File: src/rtl/bcd_pkg.sv
// rtl/bcd_pkg.sv - shared constants, state type and sizing helper for bin_to_bcd_hex
package bcd_pkg;

   localparam logic [6:0] SEG_BLANK = 7'h7F;

   // Active-low patterns, bit order g..a, indexed by decimal digit.
   localparam logic [6:0] SEG_DIGIT [10] = '{
      7'b1000000, 7'b1111001, 7'b0100100, 7'b0110000, 7'b0011001,
      7'b0010010, 7'b0000010, 7'b1111000, 7'b0000000, 7'b0010000
   };

   typedef enum logic {IDLE, SHIFT} state_e;

   // Decimal digits needed to show 2^width - 1.
   function automatic int min_digits(input int width);
      longint unsigned v;
      int d;
      v = (64'd1 << width) - 64'd1;
      d = 0;
      do begin
         d++;
         v = v / 10;
      end while (v != 0);
      return d;
   endfunction

endpackage

File: src/rtl/bin_to_bcd_hex_if.sv
// rtl/bin_to_bcd_hex_if.sv - request/result bundle between a value source and the display driver
interface bin_to_bcd_hex_if #(
   parameter int WIDTH  = 8,
   parameter int DIGITS = 3
);
   logic                  start;
   logic [WIDTH-1:0]      bin_in;
   logic                  blank_lz;
   logic                  busy;
   logic                  done;
   logic [4*DIGITS-1:0]   bcd_out;
   logic [7*DIGITS-1:0]   HEX;

   modport master (
      output start, bin_in, blank_lz,
      input  busy, done, bcd_out, HEX
   );

   modport slave (
      input  start, bin_in, blank_lz,
      output busy, done, bcd_out, HEX
   );
endinterface

File: src/rtl/seg7_bcd_dec.sv
// rtl/seg7_bcd_dec.sv - one BCD digit to active-low seven-segment pattern
module seg7_bcd_dec
   import bcd_pkg::*;
(
   input  logic [3:0] bcd,
   input  logic       blank,
   output logic [6:0] seg
);

   always_comb begin
      seg = SEG_BLANK;
      if (!blank && bcd <= 4'd9) begin
         seg = SEG_DIGIT[bcd];
      end
   end

endmodule

File: src/rtl/bin_to_bcd_hex.sv
// rtl/bin_to_bcd_hex.sv - sequential double-dabble converter driving active-low HEX displays
module bin_to_bcd_hex
   import bcd_pkg::*;
#(
   parameter int WIDTH  = 8,
   parameter int DIGITS = 3
) (
   input  logic          Clock,
   input  logic          Resetn,
   bin_to_bcd_hex_if.slave bus
);

   localparam int CW = $clog2(WIDTH + 1);

   if (WIDTH < 1 || WIDTH > 32) begin : g_bad_width
      $error("bin_to_bcd_hex: WIDTH must be 1..32");
   end
   if (DIGITS < min_digits(WIDTH)) begin : g_bad_digits
      $error("bin_to_bcd_hex: DIGITS too small for WIDTH");
   end

   state_e                state_q, state_d;
   logic [WIDTH-1:0]      shift_q, shift_d;
   logic [4*DIGITS-1:0]   scratch_q, scratch_d;
   logic [CW-1:0]         cnt_q, cnt_d;
   logic [4*DIGITS-1:0]   bcd_q, bcd_d;
   logic                  done_q, done_d;
   logic [4*DIGITS-1:0]   adj;
   logic [DIGITS:0]       zero_above;
   logic [7*DIGITS-1:0]   hex_w;

   always_comb begin
      state_d   = state_q;
      shift_d   = shift_q;
      scratch_d = scratch_q;
      cnt_d     = cnt_q;
      bcd_d     = bcd_q;
      done_d    = 1'b0;

      adj = scratch_q;
      for (int k = 0; k < DIGITS; k++) begin
         if (adj[4*k +: 4] >= 4'd5) begin
            adj[4*k +: 4] = adj[4*k +: 4] + 4'd3;
         end
      end

      case (state_q)
         IDLE: begin
            if (bus.start) begin
               shift_d   = bus.bin_in;
               scratch_d = '0;
               cnt_d     = CW'(WIDTH);
               state_d   = SHIFT;
            end
         end
         SHIFT: begin
            {scratch_d, shift_d} = {adj, shift_q} << 1;
            cnt_d = cnt_q - CW'(1);
            // Last bit consumed: publish the result in the same edge that leaves SHIFT.
            if (cnt_q == CW'(1)) begin
               bcd_d   = scratch_d;
               done_d  = 1'b1;
               state_d = IDLE;
            end
         end
         default: state_d = IDLE;
      endcase
   end

   always_ff @(posedge Clock or negedge Resetn) begin
      if (!Resetn) begin
         state_q   <= IDLE;
         shift_q   <= '0;
         scratch_q <= '0;
         cnt_q     <= '0;
         bcd_q     <= '0;
         done_q    <= 1'b0;
      end else begin
         state_q   <= state_d;
         shift_q   <= shift_d;
         scratch_q <= scratch_d;
         cnt_q     <= cnt_d;
         bcd_q     <= bcd_d;
         done_q    <= done_d;
      end
   end

   assign bus.busy    = (state_q == SHIFT);
   assign bus.done    = done_q;
   assign bus.bcd_out = bcd_q;

   // zero_above[k]: digits k..DIGITS-1 are all zero.
   always_comb begin
      zero_above = '0;
      zero_above[DIGITS] = 1'b1;
      for (int k = DIGITS - 1; k >= 0; k--) begin
         zero_above[k] = zero_above[k+1] && (bcd_q[4*k +: 4] == 4'd0);
      end
   end

   for (genvar k = 0; k < DIGITS; k++) begin : g_dec
      seg7_bcd_dec u_dec (
         .bcd   (bcd_q[4*k +: 4]),
         .blank ((k != 0) && bus.blank_lz && zero_above[k]),
         .seg   (hex_w[7*k +: 7])
      );
   end

   assign bus.HEX = hex_w;

endmodule

File: src/flat_wrapper.sv
// flat-port wrapper written by rule: the top's interface ports become plain ports
module bin_to_bcd_hex_flat import bcd_pkg::*;
#(
   parameter int WIDTH  = 8,
   parameter int DIGITS = 3
)
  (Clock, Resetn, bus_start, bus_bin_in, bus_blank_lz, bus_busy, bus_done, bus_bcd_out, bus_HEX);
  bin_to_bcd_hex_if #(.WIDTH(WIDTH), .DIGITS(DIGITS)) bus_i ();
  input  logic Clock;
  input  logic Resetn;
  input wire logic [$bits(bus_i.start)-1:0] bus_start;
  input wire logic [$bits(bus_i.bin_in)-1:0] bus_bin_in;
  input wire logic [$bits(bus_i.blank_lz)-1:0] bus_blank_lz;
  output wire logic [$bits(bus_i.busy)-1:0] bus_busy;
  output wire logic [$bits(bus_i.done)-1:0] bus_done;
  output wire logic [$bits(bus_i.bcd_out)-1:0] bus_bcd_out;
  output wire logic [$bits(bus_i.HEX)-1:0] bus_HEX;
  assign bus_i.start = bus_start;
  assign bus_i.bin_in = bus_bin_in;
  assign bus_i.blank_lz = bus_blank_lz;
  assign bus_busy = bus_i.busy;
  assign bus_done = bus_i.done;
  assign bus_bcd_out = bus_i.bcd_out;
  assign bus_HEX = bus_i.HEX;
  bin_to_bcd_hex #(.WIDTH(WIDTH), .DIGITS(DIGITS)) u_core (.Clock(Clock), .Resetn(Resetn), .bus(bus_i));
endmodule
File: config.mk
export PLATFORM = sky130hd
export DESIGN_NAME = bin_to_bcd_hex_flat
export DESIGN_NICKNAME = d
export VERILOG_FILES = /design/src/rtl/bcd_pkg.sv /design/src/rtl/bin_to_bcd_hex_if.sv /design/src/rtl/seg7_bcd_dec.sv /design/src/rtl/bin_to_bcd_hex.sv /design/src/flat_wrapper.sv
export SDC_FILE = /design/constraint.sdc
export NUM_CORES = 1
export LEC_CHECK = 0
export CAP_MARGIN = 40
export CORE_ASPECT_RATIO = 0.8
export CORE_MARGIN = 2
export CORE_UTILIZATION = 40
export CTS_BUF_LIST = sky130_fd_sc_hd__clkbuf_2 sky130_fd_sc_hd__clkbuf_4 sky130_fd_sc_hd__clkbuf_8
export DETAILED_ROUTE_END_ITERATION = 16
export GPL_ROUTABILITY_DRIVEN = 0
export HOLD_SLACK_MARGIN = 0.02
export PLACE_DENSITY_LB_ADDON = 0.05
export SLEW_MARGIN = 20
export SYNTH_ARGS = -nofsm -noshare
export SYNTH_HDL_FRONTEND = slang
export SYNTH_HIERARCHICAL = 1
export SYNTH_SLANG_ARGS = --single-unit
export TNS_END_PERCENT = 50
File: constraint.sdc
create_clock -name Clock -period 3.7 [get_ports Clock]
set_input_delay 0.37 -clock Clock [delete_from_list [all_inputs] [get_ports Clock]]
set_output_delay 0.37 -clock Clock [all_outputs]
set_load 0.01 [all_outputs]
==> metrics.sh, run 1 <==
SYNTH_SEQ_AREA_SHARE_PCT=38.08
SETUP.WORST_PATH.END_CLASS='output port'
RR_STARTPOINT='u_core/cnt_q[1]'
TIGHTEST_SLEW_NS=0.6447
WORST_IR_DROP_VDD_uV=392.7
MAX_CAP_VIOL_COUNT=0
NETLIST_AREA_MM2=0.002497
SKEW_NS=0.003489
FLOORPLAN.INITIALDENSITY_PCT=41.80
SYN-INSTANCE-COUNT=264
PLACEMENT.IO_BUFFERS=46
POST_CTS.REPAIR.SETUP_BUFFERS=0
FILLERS=590
SYN-MEAN-INSTANCE-AREA_UM2=9.460
LAYOUT_SETUP_WS_NS=1.211
DETAILED_ROUTING_ITERATIONS_PASS_1=4
FINALWORSTPATHREQUIREDPERIOD_NS=2.489
ROUTE.VIAS.TOTAL=1938
DETAIL_ROUTE.ITER0.VIOLATIONS=65
WORSTPATHREQUIRED_NS=3.33
GRT.MET1_USAGE_PCT=21.19
CRITICAL_PATH_PEAK_FANOUT=10
POWER.STATIC_LEAKAGE_uW=0.001433
SYNTH.MOST_COMMON_CELL='dfrtp_1'
POWER.DENSITY_CELL_AREA_mW_PER_MM2=929.3
CRIT_TYPE='flip-flop to output port'
TNS_NS=0
CORE_AREA_MM2=0.005974
RELSLEWSLACK_PCT=56.88
GRTUSAGEMET2_PCT=24.17
FP.DIEH_UM=74.68
PATH_CLK_SLEW_NS=0.07
RSZ0062_AT_GRT='no'
NUM_ANTENNA_CELLS=0
GRT_START_MAX_NET_PINS=44
YS_TYPES=34
SYNTH.TOP_CELL.AREA_SHARE_PCT=38.08
YS.FLOP_TYPE='dfrtp_1'
YOSYS_WARNINGS=6
FF2FF_PATH_DEPTH=5
CTS.ROOT.BUFFER_CELL='clkbuf_8'
GR-TOTAL-OVERFLOW=0
GRT_PASS1_VIAS=1765
R2R-END='u_core/bus.bcd_out[10]'
TIMING.REG2REG.SETUP_SLACK_NS=1.84
DIE_AREA_MM2=0.006895
DETAIL_ROUTE.WL_PER_CELL_UM=12.29
SYNTH_ASYNC_SR_FLOP_SHARE_PCT=100.0
YOSYS-TOP-CELLS-AREA='dfrtp_1 (38%), ha_1 (12%), mux2i_1 (6.4%), o21ai_0 (6.2%), nand2_1 (4.4%)'
SYNTH_SEQ_CELLS=38
NUMBER_OF_ANTENNA_VIOLATIONS_AT_THE_FIRST_CHECK_IN_GLOBAL_ROUTING=0
GRTUSAGEMET3_PCT=3.403
SYN_TO_FINAL_GROWTH_PCT=25.00
CLKLATENCYLATEPIN_NS=0.28
RUN_STATUS='complete, no violations'
SYNTH_ENABLE_FLOP_CELLS=0
TRITONCTS.NUM_BUFFERS=5
FINAL_ANTENNA_NET_COUNT=0
PLACEMENTROWS=25
SETUP.WORST_PATH.START_CLASS='flip-flop'
DIE_W_UM=92.34
CTS_MAX_LEVEL=2
DETAIL_ROUTE.DRC_VIOLATIONS=0
GRT_PASS1_WL_UM=8369
TIMING.HOLD.WORST.CLASS='input pin to async pin'
COMMONEST_CELLS_IN_THE_SYNTHESIZED_NETLIST='dfrtp_1 (38), o21ai_0 (31), nand2_1 (29)'
IO_PINS=47
FINALMAXSLEWVIOLATIONS=0
FINAL_HOLD_VIOL_COUNT=0
DRT-VIAS-PER-INSTANCE=4.944
GR-USAGE-ALL-LAYERS_PCT=15.13
NUM-NETS-FINAL=345
PRE_CTS_SLACK_NS=1.525
FMAX_GHz=0.4018
DRIVE_ABOVE_1_SHARE_PCT=9.646
GR-MAX-USAGE-LAYER='met2'
CRITICAL_PATH_ARRIVAL_NS=2.12
POST-ROUTE-PERIOD-UTIL_PCT=67.27
SYNTHESIS.NETS=299
PLACE_HPWL_UM=3483
CTS_BUFFER_DEPTH=2
FINALSETUPVIOLCOUNT=0
CLOCK-SINKS=38
ROUTE.FINAL.WIRE_LENGTH_UM=4816
YOSYSTOPAREACELL='dfrtp_1'
TRITONCTS='built'
-- layout by cell type (no fill, tap or decap), types with 2 or more instances in the layout --
cell and instances:
a21o_1 5, a21oi_1 18, a21oi_2 2, a21oi_4 3
and2b_2 3, buf_4 2, clkbuf_8 6, clkdlybuf4s50_1 45
dfrtp_1 38, ha_1 23, inv_1 17, mux2_2 3
mux2_4 2, mux2i_1 16, nand2_1 29, nand2b_1 14
nor2_1 15, nor3_1 5, nor3b_1 6, nor4_1 2
o211ai_1 3, o21ai_0 31, o21bai_4 3, o31ai_1 2
xnor2_1 4
-- final cells by class --
class	instances	area, um^2	area share [%]
Sequential cell	38	950.9	30.46
Clock inverter	1	5.005	0.1603
Timing Repair Buffer	50	500.5	16.03
Inverter	18	67.56	2.164
Multi-Input combinational cell	197	1406	45.05
Clock buffer	7	90.09	2.886
Tap cell	81	101.3	3.246
-- registers in the layout (all words and copies together) (netlist names) --
signal	flops
u_core/bus.busy	1
u_core/bus.done	1
u_core/shift_q	8
u_core/cnt_q	4
u_core/scratch_q	12
u_core/bus.bcd_out	12
-- worst max-delay path by stage --
stage                       end                    from
floorplan           bus_HEX[10]   u_core/bus.bcd_out[4]
global placement    bus_HEX[11]  u_core/bus.bcd_out[11]
detailed placement  bus_HEX[13]  u_core/bus.bcd_out[11]
CTS                 bus_HEX[13]  u_core/bus.bcd_out[11]
global route        bus_HEX[13]  u_core/bus.bcd_out[11]
finish              bus_HEX[13]  u_core/bus.bcd_out[11]
-- routing by layer --
layer | part of all wire [%] | up-vias
met2 | 43 | 27
met5 | 0 | -
li1 | - | 991
met4 | 0.64 | 0
met3 | 3.1 | 4
met1 | 53 | 916
-- critical path, cell delays in order (launching register included) --
cell             delay (ns)
dfrtp_1                0.49
nor4_1                 0.34
and3_1                 0.26
a21oi_4                0.06
o21ai_0                0.11
clkdlybuf4s50_1        0.56
-- power by group --
group	total, uW	internal (uW)	switching (uW)
sequential	846	601	245
clock	299	158	141
combinational	1760	946	810
-- repair_timing --
| item | in CTS | in global routing |
|---|---|---|
| hold endpoints to repair | 8 | 0 |
| resized for setup | 0 | 0 |
| hold buffers | 1 | 0 |
-- per-stage QoR --
step	total power, uW	utilization, %	cell area, um^2	std cells	hold slack [ns]
after global placement	2594	50.16	2997	382	0.4606
final	2901	52.25	3122	392	0.4728
after floorplan	1947	-	2497	264	0.07441
after global routing	3192	52.25	3122	392	0.4790
after CTS	2937	52.25	3122	392	0.4676
after detailed placement	2629	50.49	3017	383	0.2444
-- logic make-up (layout without fill, tap and decap cells) --
group | after synthesis | in the layout | share of synthesized area, %
AO/OA/AOI/OAI | 70 | 70 | 18.74
XOR/XNOR | 5 | 5 | 1.753
adder cells (fa/ha/maj) | 23 | 23 | 11.52
buffers and inverters | 29 | 76 | 5.611
flip-flops | 38 | 38 | 38.08
multiplexers | 21 | 21 | 8.968
other | 1 | 1 | 0.1502
AND/OR/NAND/NOR | 77 | 77 | 15.18
Power figures use the tool's default switching activity.
==> run 2: changes to the inputs <==
==> constraint.sdc (replaced) <==
create_clock -name Clock -period 2.3 [get_ports Clock]
set_input_delay 0.23 -clock Clock [delete_from_list [all_inputs] [get_ports Clock]]
set_output_delay 0.23 -clock Clock [all_outputs]
set_load 0.01 [all_outputs]
==> run 2 against run 1 <==
Against the previous run:
- non-clock buffer count up 7
- total power up 63%
- worst setup slack worse by 1.1 ns
- register-to-register slack worse by 1.2 ns
- critical path depth up 1
- critical path type unchanged
- critical endpoint is now bus_HEX[18]
==> metrics.sh, run 2 (synthesized netlist as in run 1, its figures left out) <==
R2R-END='u_core/scratch_q[2]'
FINAL_ANTENNA_NET_COUNT=0
DIE_AREA_MM2=0.006895
LAYOUT_COMMON_CELLS='clkdlybuf4s50_1 (35), dfrtp_1 (32), o21ai_0 (31)'
NUM_ANTENNA_CELLS=0
ROUTE.FINAL.WIRE_LENGTH_UM=4650
FINAL_COMMON_CELL='clkdlybuf4s50_1'
REPORT.POWER.TOTAL_uW=4725
TRITONCTS.NUM_BUFFERS=5
MAX_CAP_VIOL_COUNT=0
PLACE_HPWL_UM=3488
DRIVE_ABOVE_1_SHARE_PCT=16.04
TNS_NS=0
CTS_MAX_LEVEL=2
FINAL_HOLD_VIOL_COUNT=0
DETAILED_ROUTING_ITERATIONS_PASS_1=4
CTS_BUFFER_DEPTH=2
SETUP.WORST_PATH.END_CLASS='output port'
CTS.ROOT.BUFFER_CELL='clkbuf_8'
CRIT_TYPE='flip-flop to output port'
FLOORPLAN.INITIALDENSITY_PCT=41.80
GR-USAGE-ALL-LAYERS_PCT=14.86
FINAL-INSTANCE-COUNT-EXCL-FILL=399
POST-PLACE-CELLS=389
GRT_PASS1_WL_UM=8142
CRITPATHCAPTURE='bus_HEX[18]'
CORE_AREA_MM2=0.005974
PATH_CLK_SLEW_NS=0.07
NUMBER_OF_ANTENNA_VIOLATIONS_AT_THE_FIRST_CHECK_IN_GLOBAL_ROUTING=0
RUN_STATUS='complete, no violations'
GR-MAX-USAGE-LAYER='met2'
SETUP.WORST_PATH.START_CLASS='flip-flop'
TIMING.HOLD.WORST.CLASS='input pin to async pin'
GRTUSAGEMET3_PCT=3.103
FILLERS=556
PLACEDINSTANCEAREA_MM2=0.003069
TRITONCTS='built'
RSZ0062_AT_GRT='yes'
CLKLATENCYLATEPIN_NS=0.28
IO_PINS=47
FINISH.INSTANCE_AREA_MM2=0.003249
WORST_IR_DROP_VDD_uV=583.5
SKEW_NS=0.003492
RR_STARTPOINT='u_core/scratch_q[0]'
NUM-NETS-FINAL=352
LAYOUT_SETUP_WS_NS=0.09413
PRE_CTS_SLACK_NS=0.1864
GRTUSAGEMET2_PCT=22.55
FMAX_GHz=0.4533
GRT_START_MAX_NET_PINS=23
DRT-VIAS-PER-INSTANCE=4.774
CRITICAL_PATH_ARRIVAL_NS=1.98
STARTPOINT='u_core/bus.bcd_out[8]'
CRITICAL_PATH_PEAK_FANOUT=7
TIMING.REG2REG.SETUP_SLACK_NS=0.66
GRT_PASS1_VIAS=1745
DETAIL_ROUTE.ITER0.VIOLATIONS=81
PLACEMENTROWS=25
DIE_W_UM=92.34
POST-ROUTE-PERIOD-UTIL_PCT=95.91
GRT.MET1_USAGE_PCT=21.66
DETAIL_ROUTE.DRC_VIOLATIONS=0
FINALWORSTPATHREQUIREDPERIOD_NS=2.206
ROUTE.VIAS.TOTAL=1905
GR-TOTAL-OVERFLOW=0
POWER.DENSITY_CELL_AREA_mW_PER_MM2=1454
PLACEMENT.IO_BUFFERS=46
CLOCK-SINKS=38
SYN_TO_FINAL_GROWTH_PCT=30.11
FINALMAXSLEWVIOLATIONS=0
FF2FF_PATH_DEPTH=6
WORSTPATHREQUIRED_NS=2.07
DETAIL_ROUTE.WL_PER_CELL_UM=11.65
FINALSETUPVIOLCOUNT=0
FP.DIEH_UM=74.68
POWER.STATIC_LEAKAGE_uW=0.001553
## run 2: cell count changes in the layout (fill, tap and decap cells not counted), moves of 5 or more
cell             delta
buf_4               +7
clkdlybuf4s50_1    -10
dfrtp_1             -6
dfrtp_2             +6
dlymetal6s2s_1     +10
ha_1                -5
ha_2                +5
## run 2: routing by layer
layer	vias up	routed length, um
met5	-	0
met4	0	35
met3	4	162
met2	30	1959
met1	864	2493
li1	1007	-
## run 2: worst min path at each step
stage	slack, ns	end	cells after the start
6_report	0.41	u_core/shift_q[1]	2
2_1_floorplan	-0.07	u_core/bus.bcd_out[0]	0
3_5_place_dp	0.20	u_core/shift_q[1]	1
5_1_grt	0.45	u_core/shift_q[1]	2
3_3_place_gp	0.39	u_core/shift_q[1]	1
4_1_cts	0.43	u_core/shift_q[1]	2
## run 2: layout make-up
cell class / instances / area, um^2 / share of cell area (%)
clock buffer: 7 / 90.09 / 2.772
clock inverter: 1 / 5.005 / 0.1540
inverter: 18 / 67.56 / 2.079
multi-input combinational: 197 / 1441 / 44.36
sequential: 38 / 958.4 / 29.50
tap: 81 / 101.3 / 3.119
timing repair buffer: 57 / 585.6 / 18.02
## run 2: repair_timing
item	4_1_cts	5_1_grt
buffers inserted	0	1
resized for setup	2	23
endpoints found under the hold margin	16	0
setup endpoints to repair	14	21
hold buffers	1	0
pin swaps	0	2
## run 2: metrics by stage
stage	util [%]	hold slack, ns
6_report	54.39	0.4104
3_3_place_gp	50.91	0.3939
5_1_grt	54.39	0.4543
2_1_floorplan	-	-0.06559
3_5_place_dp	51.37	0.1998
4_1_cts	53.38	0.4270
## run 2: power breakdown
| group | internal (uW) | total (uW) | switching [uW] |
|---|---|---|---|
| clock network | 254 | 475 | 222 |
| registers | 976 | 1340 | 361 |
| logic | 1570 | 2910 | 1340 |
| total | 2800 | 4730 | 1920 |
## run 2: worst max-delay path: stages, from the launching register on
cell,delay (ns)
dfrtp_2,0.46
buf_4,0.15
ha_2,0.19
o21bai_4,0.16
a21oi_4,0.09
o211ai_1,0.08
clkdlybuf4s50_1,0.56
==> run 3: changes to the inputs <==
==> constraint.sdc (replaced) <==
create_clock -name Clock -period 2.8 [get_ports Clock]
set_input_delay 0.28 -clock Clock [delete_from_list [all_inputs] [get_ports Clock]]
set_output_delay 0.28 -clock Clock [all_outputs]
set_load 0.01 [all_outputs]
==> run 3 against run 2 <==
Against the previous run:
- global-route usage is 0.66 points higher
- total power decreased by 19%
- hold slack better by 0.050 ns
- first-iteration DRC count fell by 15%
- sequential power is 16% lower
- non-clock buffer count shrank 6
- die area is the same
- critical endpoint is now bus_HEX[11]
- final area decreased by 3.8%
- sequential share of layout area increased by 0.93 points
- register-to-register slack improved by 0.20 ns
- critical path depth fell by 1
==> metrics.sh, run 3 (synthesized netlist as in run 1, its figures left out) <==
RUN_STATUS='complete, no violations'
CRITICAL_PATH_PEAK_FANOUT=10
CRITICAL_PATH_ARRIVAL_NS=2.11
TIMING.CRITICAL_PATH.CELLS='nor4_1 -> and3_1 -> a21oi_4 -> o211ai_1 -> clkdlybuf4s50_1'
PLACEMENT.IO_BUFFERS=46
CRIT_TYPE='flip-flop to output port'
SYN_TO_FINAL_GROWTH_PCT=25.15
TRITONCTS='built'
FP.DIEH_UM=74.68
TIMING.HOLD.WORST.CLASS='input pin to async pin'
CLKLATENCYLATEPIN_NS=0.28
RSZ0062_AT_GRT='no'
CTS_MAX_LEVEL=2
FMAX_GHz=0.4178
NUM-NETS-FINAL=346
TIGHTEST_SLEW_NS=0.5422
FLOORPLAN.INITIALDENSITY_PCT=41.80
PATH_BUF_INV=1
SETUP.WORST_PATH.END_CLASS='output port'
PLACE_HPWL_UM=3540
FF2FF_PATH_DEPTH=3
DRIVE_ABOVE_1_SHARE_PCT=9.646
LAYOUT_SETUP_WS_NS=0.4068
FINALSETUPVIOLCOUNT=0
LAYOUT_COMMON_CELLS='clkdlybuf4s50_1 (45), dfrtp_1 (38), o21ai_0 (31)'
CTS_RESIZED=0
TIMING.CRITICAL_PATH.SLOWEST_STAGE_CELL='clkdlybuf4s50_1'
FINALMAXSLEWVIOLATIONS=0
POWER.DENSITY_CELL_AREA_mW_PER_MM2=1221
FINAL_HOLD_VIOL_COUNT=0
POWER.STATIC_LEAKAGE_uW=0.001435
MAX_CAP_VIOL_COUNT=0
POST-ROUTE-PERIOD-UTIL_PCT=85.47
TNS_NS=0
CTS.ROOT.BUFFER_CELL='clkbuf_8'
SETUP.WORST_PATH.START_CLASS='flip-flop'
GR-USAGE-ALL-LAYERS_PCT=15.52
DRT-VIAS-PER-INSTANCE=4.860
PLACEDINSTANCEAREA_MM2=0.003032
ROUTE.VIAS.TOTAL=1905
FINAL_ANTENNA_NET_COUNT=0
WORSTPATHREQUIRED_NS=2.52
R2R-END='u_core/bus.bcd_out[9]'
DETAIL_ROUTE.DRC_VIOLATIONS=0
DETAIL_ROUTE.WL_PER_CELL_UM=12.27
DETAILED_ROUTING_ITERATIONS_PASS_1=4
FINALWORSTPATHREQUIREDPERIOD_NS=2.393
PLACEMENTROWS=25
CORE_AREA_MM2=0.005974
DIE_W_UM=92.34
RELSLEWSLACK_PCT=63.75
GRT_PASS1_WL_UM=8604
CRITPATHTOPFAMILY='simple AND/OR/NAND/NOR gates'
FINISH.INSTANCE_AREA_MM2=0.003126
CTS_BUFFER_DEPTH=2
GR-TOTAL-OVERFLOW=0
NUM_ANTENNA_CELLS=0
GRT_PASS1_VIAS=1807
GRT_START_MAX_NET_PINS=32
PRE_CTS_SLACK_NS=0.7005
ROUTE.FINAL.WIRE_LENGTH_UM=4810
TRITONCTS.NUM_BUFFERS=5
FINAL_COMMON_CELL='clkdlybuf4s50_1'
SKEW_NS=0.002444
NUMBER_OF_ANTENNA_VIOLATIONS_AT_THE_FIRST_CHECK_IN_GLOBAL_ROUTING=0
TIMING.REG2REG.SETUP_SLACK_NS=0.86
DIE_AREA_MM2=0.006895
PATH_CLK_SLEW_NS=0.07
DETAIL_ROUTE.ITER0.VIOLATIONS=69
CRITPATHMAXSTAGEDELAY_NS=0.55
WORST_IR_DROP_VDD_uV=511.0
IO_PINS=47
CLOCK-SINKS=38
RR_STARTPOINT='u_core/bus.busy'
[run 3: worst max path at each step]
stage                                      start     endpoint  slack (ns)  depth (start not counted)
after detailed placement  u_core/bus.bcd_out[11]  bus_HEX[11]        0.70                          5
final                     u_core/bus.bcd_out[11]  bus_HEX[11]        0.41                          5
after CTS                 u_core/bus.bcd_out[11]  bus_HEX[11]        0.38                          5
after global routing      u_core/bus.bcd_out[11]  bus_HEX[10]        0.13                          5
after global placement    u_core/bus.bcd_out[11]  bus_HEX[11]        0.70                          5
after floorplan            u_core/bus.bcd_out[4]  bus_HEX[10]        1.29                          5
[run 3: per-stage QoR]
step | std cells | util (%) | power [uW] | hold WS, ns
2_1_floorplan | 264 | - | 2573 | -0.01559
3_3_place_gp | 383 | 50.28 | 3433 | 0.4497
3_5_place_dp | 384 | 50.74 | 3472 | 0.2434
4_1_cts | 392 | 52.31 | 3857 | 0.4658
5_1_grt | 392 | 52.31 | 4215 | 0.4815
6_report | 392 | 52.31 | 3816 | 0.4604
[run 3: power by group]
part	switching, uW	internal, uW
Clock	184	191
Sequential	336	794
Combinational	1060	1250
[run 3: layout make-up]
class | instances | area, um^2
fillers | 568 | 2849
multi-input cells | 197 | 1406
flip-flops and latches | 38 | 950.9
repair buffers | 51 | 515.5
well taps | 81 | 101.3
clock buffers | 7 | 83.83
inverters | 18 | 67.56
[run 3: worst reg2reg max path: cells and delay by family (launching register included)]
family        cells  cell delay, ns
flops             1            0.58
mux               1            0.37
buf+inv           1            0.38
simple gates      1            0.50
[run 3: what timing repair did]
item | in CTS | in global routing
hold buffers | 1 | 0
endpoints found under the hold margin | 15 | 0
buffers inserted | 0 | 0
[run 3: per-layer routing]
layer	GRT usage [%]	up-vias	wire, um
li1	-	988	-
met3	3.504	4	177
met5	0	-	0
met2	25.39	35	2075
met1	21.08	878	2522
met4	4.478	0	34
